## src/rtl/npc_pkg.sv

```systemverilog
// npc_pkg: definitions shared by the NPC core blocks.
//   ifu_state_e      - fetch unit FSM states
//   AXI_RESP_OKAY    - AXI read response value that means success
//   DEFAULT_RESET_PC - default reset program counter
package npc_pkg;

    typedef enum logic [1:0] {
        S_ADDR = 2'd0,
        S_DATA = 2'd1,
        S_OUT  = 2'd2,
        S_WAIT = 2'd3
    } ifu_state_e;

    localparam logic [1:0]  AXI_RESP_OKAY    = 2'b00;
    localparam logic [31:0] DEFAULT_RESET_PC = 32'h8000_0000;

endpackage

```

## src/rtl/ifu_perf_cnt.sv

```systemverilog
// ifu_perf_cnt: performance counters for the fetch unit.
// This module is built only when IFU_PERF_EN is defined.
// Ports:
//   clk, rst       - clock and synchronous active-high reset
//   fetch_fire     - an instruction is handed to decode this cycle
//   stall          - the fetch unit is waiting on the memory this cycle
//   perf_fetch_cnt - count of instructions handed to decode (wraps at 2^64)
//   perf_stall_cnt - count of cycles spent waiting on memory (wraps at 2^64)
module ifu_perf_cnt (
    input  logic        clk,
    input  logic        rst,
    input  logic        fetch_fire,
    input  logic        stall,
    output logic [63:0] perf_fetch_cnt,
    output logic [63:0] perf_stall_cnt
);

    always_ff @(posedge clk) begin
        if (rst) begin
            perf_fetch_cnt <= '0;
            perf_stall_cnt <= '0;
        end else begin
            if (fetch_fire) perf_fetch_cnt <= perf_fetch_cnt + 64'd1;
            if (stall)      perf_stall_cnt <= perf_stall_cnt + 64'd1;
        end
    end

endmodule

```

## src/rtl/ifu_fetch.sv

```systemverilog
// ifu_fetch: instruction fetch unit for the multicycle NPC core.
// The unit holds the PC and issues one AXI-lite read per instruction. It passes
// the fetched word to decode, then waits for writeback to supply the next PC.
// Only one fetch is in flight at a time.
//
// Optional feature macro: IFU_PERF_EN. When it is defined, the perf_fetch_cnt and
// perf_stall_cnt ports and their counters exist.
//
// Handshake rule: a transfer happens on a rising edge where valid and ready are
// both high. A valid signal and its payload stay stable from assertion until that
// transfer.
//
// Ports:
//   clk, rst            - clock and synchronous active-high reset
//   araddr/arvalid/arready         - AXI-lite read-address channel (araddr == pc)
//   rdata/rvalid/rresp/rready      - AXI-lite read-data channel
//   inst/inst_pc/inst_fault/inst_valid/inst_ready - decode handshake
//   npc/npc_valid       - next PC from writeback; it is used only while waiting
//   state_dbg           - current FSM state, for debug
//   perf_fetch_cnt/perf_stall_cnt - 64-bit counters (only with IFU_PERF_EN)
module ifu_fetch
    import npc_pkg::*;
#(
    parameter logic [31:0] RESET_PC = DEFAULT_RESET_PC
) (
    input  logic        clk,
    input  logic        rst,
    output logic [31:0] araddr,
    output logic        arvalid,
    input  logic        arready,
    input  logic [31:0] rdata,
    input  logic        rvalid,
    input  logic [1:0]  rresp,
    output logic        rready,
    output logic [31:0] inst,
    output logic [31:0] inst_pc,
    output logic        inst_fault,
    output logic        inst_valid,
    input  logic        inst_ready,
    input  logic [31:0] npc,
    input  logic        npc_valid,
    output logic [1:0]  state_dbg
`ifdef IFU_PERF_EN
    ,
    output logic [63:0] perf_fetch_cnt,
    output logic [63:0] perf_stall_cnt
`endif
);

    ifu_state_e  state;
    logic [31:0] pc;

    always_ff @(posedge clk) begin
        if (rst) begin
            state      <= S_ADDR;
            pc         <= RESET_PC;
            inst       <= '0;
            inst_pc    <= '0;
            inst_fault <= 1'b0;
        end else begin
            case (state)
                S_ADDR: begin
                    if (arready) state <= S_DATA;
                end
                S_DATA: begin
                    if (rvalid) begin
                        inst       <= rdata;
                        inst_fault <= (rresp != AXI_RESP_OKAY);
                        inst_pc    <= pc;
                        state      <= S_OUT;
                    end
                end
                S_OUT: begin
                    if (inst_ready) state <= S_WAIT;
                end
                S_WAIT: begin
                    if (npc_valid) begin
                        pc <= npc;
                        if (npc[1:0] == 2'b00) begin
                            state <= S_ADDR;
                        end else begin
                            // A misaligned target never reaches the bus. The
                            // fault is reported straight to decode.
                            inst       <= '0;
                            inst_fault <= 1'b1;
                            inst_pc    <= npc;
                            state      <= S_OUT;
                        end
                    end
                end
                default: state <= S_ADDR;
            endcase
        end
    end

    // arvalid is gated by rst so that it reads 0 during reset. The state register
    // already holds S_ADDR in that case, so the first cycle after reset issues
    // the request at once.
    assign arvalid    = (state == S_ADDR) && !rst;
    assign araddr     = pc;
    assign rready     = (state == S_DATA);
    assign inst_valid = (state == S_OUT);
    assign state_dbg  = state;

`ifdef IFU_PERF_EN
    ifu_perf_cnt u_perf (
        .clk            (clk),
        .rst            (rst),
        .fetch_fire     (inst_valid && inst_ready),
        .stall          ((state == S_ADDR) || (state == S_DATA)),
        .perf_fetch_cnt (perf_fetch_cnt),
        .perf_stall_cnt (perf_stall_cnt)
    );
`endif

endmodule
```

## config.mk

```make
export PLATFORM = sky130hd
export DESIGN_NAME = ifu_fetch
export DESIGN_NICKNAME = d
export VERILOG_FILES = /design/src/rtl/npc_pkg.sv /design/src/rtl/ifu_perf_cnt.sv /design/src/rtl/ifu_fetch.sv
export SDC_FILE = /design/constraint.sdc
export NUM_CORES = 1
export LEC_CHECK = 0
export CORE_MARGIN = 5
export CORE_UTILIZATION = 44
export DETAILED_ROUTE_END_ITERATION = 10
export PLACE_DENSITY = 0.8
export SLEW_MARGIN = 20
export SYNTH_ARGS = -nofsm -noshare
export SYNTH_HDL_FRONTEND = slang
export SYNTH_SLANG_ARGS = --single-unit
```

## constraint.sdc

```tcl
create_clock -name clk -period 2 [get_ports clk]
set_clock_uncertainty 0.2 [all_clocks]
set_input_delay 0.2 -clock clk [delete_from_list [all_inputs] [get_ports clk]]
set_output_delay 0.2 -clock clk [all_outputs]
set_load 0.05 [all_outputs]
```

[Yosys cells after proc, flatten, opt, wreduce, memory -nomap -nowiden]
Index checks and enable logic that the tools add are counted.
W data, S select, Z words.
Storage, ports and cells
  logic and storage cells: 40
  input port bits: 72
  register bits after elaboration: 99
Operators by class
  reduce and logical (&&, ||, !) cells: 9
  equality and inequality tests: 8
  mux-type cells: 18
Operators by type and width (count)
  $mux W32: 6
  $pmux W32 S2: 2
  $mux W2: 5
  $ne A2 B2 Y1 const B: 4
  $pmux W2 S4: 1
  $reduce_and A4 Y1: 2
  $eq A2 B2 Y1 const B: 2
  $logic_not A2 Y1: 2
  $reduce_bool A2 Y1: 2
  $mux W1: 3
  $eq A2 B1 Y1 const B: 1
  $ne A2 B1 Y1 const B: 1
  $pmux W1 S2: 1
  $reduce_and A2 Y1: 1
  $logic_and A1 B1 Y1: 1
  $logic_not A1 Y1: 1

[Depth between registers and ports, before layout]
Gate-level depths: netlist of the first run.
  word-level depth: 4
  depth in mapped cells: 6
  mapped depth without buffers: 3

[Worst setup path before layout of the first run]
Ideal clock, no wire load.
  path kind: reg-to-reg
  start point: reg state[0] (netlist: state_dbg[0])
  end point: reg inst_fault
  required time: 1685 ps
  period minus slack after synthesis: 2402 ps
  arrival: 2087 ps
  cell stages (with the launch flop): 5
  path buffers: 1
  slack: -402 ps
  library setup time: 115 ps
  cells stage by stage: dfxtp_1 clkbuf_1 nor2b_1 a31oi_1 o21a_1
On the way
  longest elaborated chain between the ends: 3
Ends and longest elaborated chain
  start: declaration: RTL line ifu_fetch.sv:50  | ifu_state_e state;
  start signal: assignment: RTL line ifu_fetch.sv:55  | state <= S_ADDR;
  start signal: assignment: RTL line ifu_fetch.sv:63  | if (arready) state <= S_DATA;
  start signal: assignment: RTL line ifu_fetch.sv:70  | state <= S_OUT;
  $eq A2 B1 Y1 *
  via rready: RTL line ifu_fetch.sv:34  | output logic rready,
  $ne A2 B2 Y1 (no source line) / $reduce_bool A2 Y1 (equally long branches)
  $reduce_and A4 Y1 (no source line)
  end signal: assignment: RTL line ifu_fetch.sv:68  | inst_fault <= (rresp != AXI_RESP_OKAY);
  end: declaration: RTL line ifu_fetch.sv:37  | output logic inst_fault,
The timed path passes the listed nets; every way through them passes the cells marked *.
A chain may end at the register's enable or synchronous reset.

[Worst setup path in the final report of the first run]
  start point: reg pc[25] (netlist: araddr[25])
  end point: out araddr[25]
RTL lines
  start: declaration: RTL line ifu_fetch.sv:51  | logic [31:0] pc;
  start signal: assignment: RTL line ifu_fetch.sv:78  | pc <= npc;
  end: declaration: RTL line ifu_fetch.sv:28  | output logic [31:0] araddr,
No word-level cell between the ends.

==> results of run 1 <==
[Yosys cell counts, types with 29 or more instances]
cell type	count
nand3b_1	33
clkbuf_1	29
and3_1	32
nand2_1	65
a211oi_1	31
a21oi_1	32
dfxtp_1	99
a2111oi_0	31
inv_1	33
a21boi_0	30
mux2i_1	32
nand2b_1	34
[sequential cells by signal, summed over array words and instances (netlist names)]
register    flops
inst           32
inst_pc        32
state_dbg       2
inst_fault      1
araddr         32
[logic make-up after synthesis]
kind of cell           count (synthesis)  synth area share [%]
DFF                                   99                  42.9
AOI/OAI and AO/OA                    132                  20.8
buffers and inverters                 88                  8.21
and+or+nand+nor                      173                  20.6
muxes                                 33                  7.42
[routing by layer]
layer / track usage [%] / vias up
met4: 7.29 / 0
met3: 5.28 / 8
met1: 27.2 / 2053
met2: 35.1 / 159
li1: - / 2153
met5: 0 / -
[power breakdown]
group,internal [W],switching (W)
clock network,0.000685,0.000642
registers,0.00206,0.0000556
logic,0.000441,0.000635
[cell usage in the layout (no fill, tap or decap), drive strengths merged, types with 3 or more instances in the layout]
cell type / count
mux2i: 32
and3: 32
dlymetal6s2s: 9
nor3: 3
dfxtp: 99
a21boi: 31
nand2: 65
a2111oi: 31
inv: 34
a21oi: 33
buf: 37
a211oi: 31
clkdlybuf4s50: 151
clkbuf: 15
nand2b: 34
nand3b: 33
[metrics by stage]
step,total power (W),TNS (ns)
2_1_floorplan,0.00278,-0.164
3_3_place_gp,0.00322,0
3_5_place_dp,0.00323,-0.163
4_1_cts,0.00457,0
5_1_grt,0.00473,0
6_report,0.00451,0
[how the worst max path moves through the flow]
stage	from	endpoint	slack (ns)
5_1_grt	araddr[25]	araddr[25]	0.001
6_report	araddr[25]	araddr[25]	0.04
2_1_floorplan	state_dbg[0]	inst_fault	-0.16
3_5_place_dp	npc[0]	inst_pc[6]	-0.09
4_1_cts	araddr[4]	araddr[4]	0.01
3_3_place_gp	npc[0]	inst_pc[8]	0.06
[cell type report]
| class | instances | area, um2 | area share, % |
|---|---|---|---|
| repair buffers | 197 | 2010 | 29.7 |
| inverters | 34 | 128 | 1.89 |
| multi-input cells | 338 | 2270 | 33.5 |
| clock inverters | 1 | 30.0 | 0.444 |
| flip-flops and latches | 99 | 1980 | 29.3 |
| well taps | 136 | 170 | 2.52 |
| clock buffers | 15 | 176 | 2.61 |
[timing repair]
action | 4_1_cts | 5_1_grt
endpoints found under the hold margin | 0 | 0
setup endpoints to repair | 0 | 11
gates resized for setup | 0 | 10
==> impl_metrics.yaml, run 1 <==
outcome:
  status: "completed"
placed_design:
  dp_slack_ns: -0.0854
  dpl_cell_area_um2: 6530
  dp_hpwl_mm: 9.92
  dp.cells: 804
  port_buffers: 173
  gp_congestion: 0.791
synthesis:
  ys_seq_area_share_pct: 42.9
  yosysUniqueCellTypes: 29
  syn_nets: 597
  synth_area_leaders: "dfxtp_1, mux2i_1, a2111oi_0, nand3b_1, nand2_1"
  ys_ff_latch: 99
  synth_edf_count: 0
  ys.flop_type: "dfxtp_1"
  syn_area_um2: 4620
  yosys.area.top_type_share_pct: 42.9
  synth.yosys.warnings: 0
  syn_inst: 525
  synth_top_area_cell: "dfxtp_1"
  syn_avg_cell_area_um2: 8.80
  async_flop_share_pct: 0
global_route:
  grt_pass1_wl_mm: 22.3
  grt_max_degree: 79
  grt_overflow: 0
  grt_pass1_vias: 4461
  antenna_found_initial: 0
  track_usage_pct: 21.3
setup_path:
  r2r_end: "inst_pc[6]"
  r2r_slack_ns: 0.19
  crit_arrival_ns: 1.56
  r2r-start: "state_dbg[1]"
  cp_max_fo: 3
  required_ns: 1.60
  crit_buf_inv: 1
  max_stage_delay_ns: 0.84
  critPathKind: "reg -> out"
  critPathLaunchType: "register"
  cp_top_family: "buffers and inverters"
  path_depth: 1
  endpoint_kind: "output port"
  cp_slowest_cell: "clkdlybuf4s50_1"
  worstRegToRegCells: 4
  worstPathCellList: "clkdlybuf4s50_1"
cts:
  clock_path_buffers: 2
  clock-root-buffer: "clkbuf_8"
  cts_tree: "done"
  cts_sinks: 99
  post_cts_buffers: 0
  clkSlewWorstSetupHoldPaths_ns: 0.09
  cts-hold-fix-buffers: 0
  numCtsBuffers: 9
  ctsHtreeMaxLevel: 3
  clkLatencyLatePin_ns: 0.35
routing:
  wl_met2_mm: 6.46
  drc: 0
  drt_wl_total_mm: 13.9
  drtIter0Drc: 341
  wire_per_inst_um: 16.9
  top_layer: "met4"
  firstDrtPassIters: 6
  routed-wl-met3_mm: 1.02
  met1Wirelength_mm: 6.28
  num_vias: 4373
  ant_nets: 0
  viasPerCell: 5.33
final_layout:
  design_area_um2: 6760
  drive_gt1_share_pct: 8.63
  fillers: 882
  fin_nets: 751
  antenna_cells: 0
  finish.utilization_pct: 65.8
  stdcell_count: 820
  area_delta_synth_final_pct: 46.4
floorplanning:
  core_um2: 10300
  pin_count: 174
  die_w_um: 112
  die_y_um: 112
  rows: 37
  start_util_pct: 44.9
  die_area_um2: 12600
timing:
  setup_slack_ns: 0.0425
  setup_viol: 0
  rsz0062_at_grt: "no"
  period_needed_ns: 1.96
  hold_slack_ns: 0.176
  period_share_pct: 97.9
  maxSlewHeadroom_pct: 60.3
  max_freq_ghz: 0.511
  hold_viol_final: 0
  tightest_slew_ns: 0.595
  drv_slew: 0
pwr:
  peakVddDrop_mv: 0.417
  powerDensity_nw_per_um2: 668
  leakage_nw: 2.56
min_path:
  min-delay-path-class: "in -> reg"
  min_path_cells: 2
  hold_end: "araddr[27]"
  holdCritStartpoint: "rst"
run:
  max_cap_viol_count: 0
Power figures use the tool's default switching activity.
==> inputs of run 2 (changes only) <==
--- a/config.mk
+++ b/config.mk
@@ -5,6 +5,7 @@
 export SDC_FILE = /design/constraint.sdc
 export NUM_CORES = 1
 export LEC_CHECK = 0
+export CAP_MARGIN = 40
 export CORE_MARGIN = 5
 export CORE_UTILIZATION = 44
 export DETAILED_ROUTE_END_ITERATION = 10
==> results of run 2 <==
No change in the layout: final DEF, timing and power equal those of run 1.
